$ cat src/rtl/sinegen_pkg.sv
// Shared constants and types for the sine generator slice (counters, ROM, ROM arbiter).
// Pure declarations; no logic.
package sinegen_pkg;

    localparam int SINE_ADDR_WIDTH = 8;
    localparam int SINE_DATA_WIDTH = 8;
    localparam int DEFAULT_NREQ    = 2;
    localparam int MAX_NREQ        = 8;

    // Sized for the largest legal requester count so every instance shares one index type.
    typedef logic [$clog2(MAX_NREQ)-1:0] req_idx_t;

endpackage

$ cat src/rtl/rr_arbiter.sv
// Round-robin one-hot arbiter; the last winner has the lowest priority next cycle.
// Latency: combinational grant. Backpressure: a request stays pending until granted.
// The pointer advances only on cycles that produce a grant.
module rr_arbiter
    import sinegen_pkg::*;
#(
    parameter int N = DEFAULT_NREQ
) (
    input  logic         clk,
    input  logic         rst,
    input  logic [N-1:0] req,
    output logic [N-1:0] gnt
);

    req_idx_t ptr;
    req_idx_t win_idx;
    logic     win_any;
    int       k;

    always_comb begin
        gnt     = '0;
        win_idx = ptr;
        win_any = 1'b0;
        k       = 0;
        // Walk ptr+1 .. ptr+N with wraparound; the first set request wins.
        for (int s = 1; s <= N; s++) begin
            k = int'(ptr) + s;
            if (k >= N) k = k - N;
            if (!win_any && req[k]) begin
                gnt[k]  = 1'b1;
                win_idx = req_idx_t'(k);
                win_any = 1'b1;
            end
        end
        if (rst) begin
            gnt     = '0;
            win_any = 1'b0;
        end
    end

    always_ff @(posedge clk) begin
        if (rst) begin
            ptr <= req_idx_t'(N - 1);
        end else if (win_any) begin
            ptr <= win_idx;
        end
    end

endmodule

$ cat src/rtl/sine_rom_arbiter.sv
// Shares one single-port sine ROM between NREQ requesters, returning data into per-requester registers.
// Latency: grant to rvalid is 2 cycles. Backpressure: requesters hold req until gnt; one grant per cycle.
// Words in flight when rst is asserted are discarded.
module sine_rom_arbiter
    import sinegen_pkg::*;
#(
    parameter int ADDR_WIDTH = SINE_ADDR_WIDTH,
    parameter int DATA_WIDTH = SINE_DATA_WIDTH,
    parameter int NREQ       = DEFAULT_NREQ
) (
    input  logic                       clk,
    input  logic                       rst,
    input  logic [NREQ-1:0]            req,
    input  logic [NREQ*ADDR_WIDTH-1:0] addr,
    output logic [NREQ-1:0]            gnt,
    output logic [ADDR_WIDTH-1:0]      rom_addr,
    input  logic [DATA_WIDTH-1:0]      rom_dout,
    output logic [NREQ*DATA_WIDTH-1:0] rdata,
    output logic [NREQ-1:0]            rvalid
);

    req_idx_t gnt_idx;
    logic     gnt_any;
    logic     stg_vld;
    req_idx_t stg_idx;

    rr_arbiter #(.N(NREQ)) u_arb (
        .clk (clk),
        .rst (rst),
        .req (req),
        .gnt (gnt)
    );

    always_comb begin
        rom_addr = '0;
        gnt_idx  = '0;
        gnt_any  = 1'b0;
        for (int k = 0; k < NREQ; k++) begin
            if (gnt[k]) begin
                rom_addr = addr[k*ADDR_WIDTH +: ADDR_WIDTH];
                gnt_idx  = req_idx_t'(k);
                gnt_any  = 1'b1;
            end
        end
    end

    // Stage remembers who owns the ROM word arriving next cycle.
    always_ff @(posedge clk) begin
        if (rst) begin
            stg_vld <= 1'b0;
            stg_idx <= '0;
            rdata   <= '0;
            rvalid  <= '0;
        end else begin
            stg_vld <= gnt_any;
            stg_idx <= gnt_idx;
            rvalid  <= '0;
            if (stg_vld) begin
                for (int k = 0; k < NREQ; k++) begin
                    if (stg_idx == req_idx_t'(k)) begin
                        rdata[k*DATA_WIDTH +: DATA_WIDTH] <= rom_dout;
                        rvalid[k]                         <= 1'b1;
                    end
                end
            end
        end
    end

endmodule
$ cat config.mk
export PLATFORM = sky130hd
export DESIGN_NAME = sine_rom_arbiter
export DESIGN_NICKNAME = d
export VERILOG_FILES = /design/src/rtl/sinegen_pkg.sv /design/src/rtl/rr_arbiter.sv /design/src/rtl/sine_rom_arbiter.sv
export SDC_FILE = /design/constraint.sdc
export NUM_CORES = 1
export LEC_CHECK = 0
export BUFFER_PORTS_ARGS = -buffer_cell sky130_fd_sc_hd__buf_2
export CELL_PAD_IN_SITES_DETAIL_PLACEMENT = 0
export CELL_PAD_IN_SITES_GLOBAL_PLACEMENT = 1
export CORE_ASPECT_RATIO = 2
export CORE_UTILIZATION = 30
export CTS_BUF_LIST = sky130_fd_sc_hd__clkbuf_2
export DETAILED_ROUTE_END_ITERATION = 10
export HOLD_SLACK_MARGIN = 0.03
export PLACE_DENSITY_LB_ADDON = 0.1
export SYNTH_ARGS = -nofsm -noshare
export SYNTH_HDL_FRONTEND = slang
export SYNTH_SLANG_ARGS = --single-unit
export TNS_END_PERCENT = 10
$ cat constraint.sdc
create_clock -name clk -period 3 [get_ports clk]
set_input_delay 0.75 -clock clk [delete_from_list [all_inputs] [get_ports clk]]
set_output_delay 0.75 -clock clk [all_outputs]
set_load 0.02 [all_outputs]
==> impl_results.md <==
* Max rail drop VDD at 187.6 uV
* 1st-iter DRT viols at 15
* Num ports at 56
* FILL cells at 390
* WL final at 2.965 mm
* Library cells used by synthesis at 29
* ANT nets after route at 0
* Routed len/inst at 12.62 um
* RD Place Congestion at 0.7275
* Post-synthesis cell count at 130
* Row Count at 31
* CP max FO at 5
* Vias in the first global route at 1059
* Port bufs at 55
* Critical Path Start Type: register
* Crit path arrival time at 2.13 ns
* Yosys top cell area share at 40.84%
* Flop and latch count out of synthesis at 23
* Top cells by area, synth: dfxtp_1, nand2_1, a21oi_1, ha_1, a22o_1
* Routed wl met2 at 1.770 mm
* Die height at 88.69 um
* Area delta synth->final at 39.07%
* Clk Latency, worst-skew pair at 0.31 ns
* Tot GR Track Use at 15.51%
* ANT cells at 0
* Placed Cells at 228
* # Max-Cap Violations at 0
* Synth Warn # at 0
* # DRC at 0
* Final min period at 2.883 ns
* Primary FF master, synth: dfxtp_1
* Via count at 1114
* Post-CTS Hold Fix Bufs at 0
* Die ar. at 4022 um^2
* Clock buffer count from CTS at 3
* Layout Nets at 221
* Clock Sinks at 23
* M1 WL at 1.054 mm
* Number of synthesized flops with an enable pin at 0
* Most frequent cells after synthesis: nand2_1, dfxtp_1, a21oi_1, nand3_1, a22o_1
* Final Max Tran Viols at 0
* Avg Cell Area, Syn at 8.672 um^2
* # setup viols final at 0
* Core outline area at 3607 um^2
* Clk_skew at 0.002518 ns
* Clock tree root buffer cell: clkbuf_2
* Htree depth at 1
* Largest net degree at the start of global routing at 19
* Syn nets at 164
* Placed Area at 1439 um^2
* Clock tree buffer depth at 2
* Fin cells at 235
* Half-perimeter wire length after detailed placement at 2.269 mm
* Outcome: finished clean
* Share of layout cells above drive strength 1 at 40.86%
* Hold WC Path Type: register to register
* Area leader, netlist: dfxtp_1
* Die Span X at 45.35 um
* Met3 Wirelength at 95 um
* CTS tree: yes
* Total grt overflow at 0
* RSZ-0062 raised after global routing: no
* Cell area power density at 467.9 nW/um^2
* Cell Area, Synth at 1127 um^2
* Final period util at 96.11%
* Static Leak at 0.0007052 uW
* Uppermost layer routed: met4
* Most frequent cell after synthesis: nand2_1
* Ys async rst share at 0%
* Clock Pin Slew Worst Setup and Hold Paths at 0.19 ns
* Sequential area share after synthesis at 40.84%
* Initial Util at 31.25%
* Critical Path Sink Type: output pin
* Initial antenna violation count at 0
* Final Instance Area at 1568 um^2
* Setup Total Neg Slack at 0 ns
* First-pass iteration count of the detailed router at 4
* First-pass GRT wire length at 4.664 mm
* Critical Setup Path Class: register to output pin
* Via density at 4.740
* Worst slew margin at 65.02%
* Slew @ Worst Pin at 0.5237 ns
* Fmax at 346.8 MHz
* Final hold vios at 0
* CP required at 2.25 ns
[metal layers]
metal	vias up	GRT usage [%]
met2	26	28.33
li1	572	-
met1	512	16.25
met5	-	0
met3	4	1.633
met4	0	8.815
[logic make-up after synthesis]
logic type               share of synthesized area (%)
XOR/XNOR                                         2.220
flip-flops                                       40.84
AND/OR/NAND/NOR                                  18.54
multiplexers                                     1.221
buffers and inverters                            6.771
AO/OA/AOI/OAI                                    23.75
adder cells (fa/ha/maj)                          6.659
[stage by stage]
step / worst slack (ns) / hold WS [ns] / utilization (%) / power [uW]
floorplan: 0.2348 / 0.5345 / - / 514.7
global placement: 0.2883 / 0.4393 / 39.89 / 581.6
detailed placement: 0.2634 / 0.4482 / 39.89 / 585.3
CTS: 0.005909 / 0.4722 / 42.18 / 733.0
global route: 0.007690 / 0.4891 / 43.46 / 780.6
finish: 0.1168 / 0.4652 / 43.46 / 733.5
[critical path, cell delays in order (launching register included)]
cell,delay (ns)
dfxtp_2,0.37
bufinv_8,0.19
ha_4,0.27
inv_1,0.06
ha_2,0.17
o21ai_2,0.08
nand2b_4,0.13
o21ai_4,0.23
a22o_1,0.17
buf_2,0.16
[layout by cell type, fill, tap and decap left out, types with 4 or more instances in the layout]
| master | synthesis | layout |
|---|---|---|
| a21oi_1 | 19 | 19 |
| a22o_1 | 8 | 8 |
| buf_2 | 2 | 51 |
| buf_4 | 0 | 7 |
| clkbuf_2 | 0 | 4 |
| dfxtp_1 | 23 | 21 |
| inv_1 | 5 | 5 |
| nand2_1 | 26 | 26 |
| nand3_1 | 10 | 10 |
| nor2_1 | 6 | 6 |
[path summary, 6_finish.rpt]
| kind | start | to | slack (ns) | cells after the start |
|---|---|---|---|---|
| worst max-delay path | u_arb.ptr[0]$_SDFFE_PP1P_ | rom_addr[5] | 0.12 | 9 |
| worst min-delay path | rdata[9]$_SDFFE_PP0P_ | rdata[9]$_SDFFE_PP0P_ | 0.47 | 2 |
| worst max register to register | u_arb.ptr[0]$_SDFFE_PP1P_ | stg_vld$_SDFF_PP0_ | 1.27 | 8 |
| worst min register to register | rdata[9]$_SDFFE_PP0P_ | rdata[9]$_SDFFE_PP0P_ | 0.47 | 2 |
[power breakdown]
part | switching, uW | leakage [uW] | internal, uW
logic | 149 | 0.000501 | 111
registers | 23.8 | 0.000188 | 329
clock network | 85.3 | 0.0000166 | 35.3
[final cells by class]
class	count	area [um^2]	area share, %
flip-flops and latches	23	465.4	29.69
clock buffers	4	20.02	1.277
well taps	49	61.31	3.911
inverters	6	36.28	2.314
repair buffers	58	307.8	19.63
multi-input cells	95	676.9	43.18
[sequential cells by signal, indices dropped and copies added, names as in the netlist]
name	count
rdata	16
rvalid	2
stg_idx	1
stg_vld	1
u_arb.ptr	3
[what timing repair did]
item / CTS / global route
buffers inserted: 1 / 0
endpoints found under the setup margin: 10 / 8
pin swaps: 4 / 5
gates cloned: 2 / 0
hold endpoints to repair: 0 / 0
gates resized for setup: 7 / 8
(Power assumes the default switching activity.)
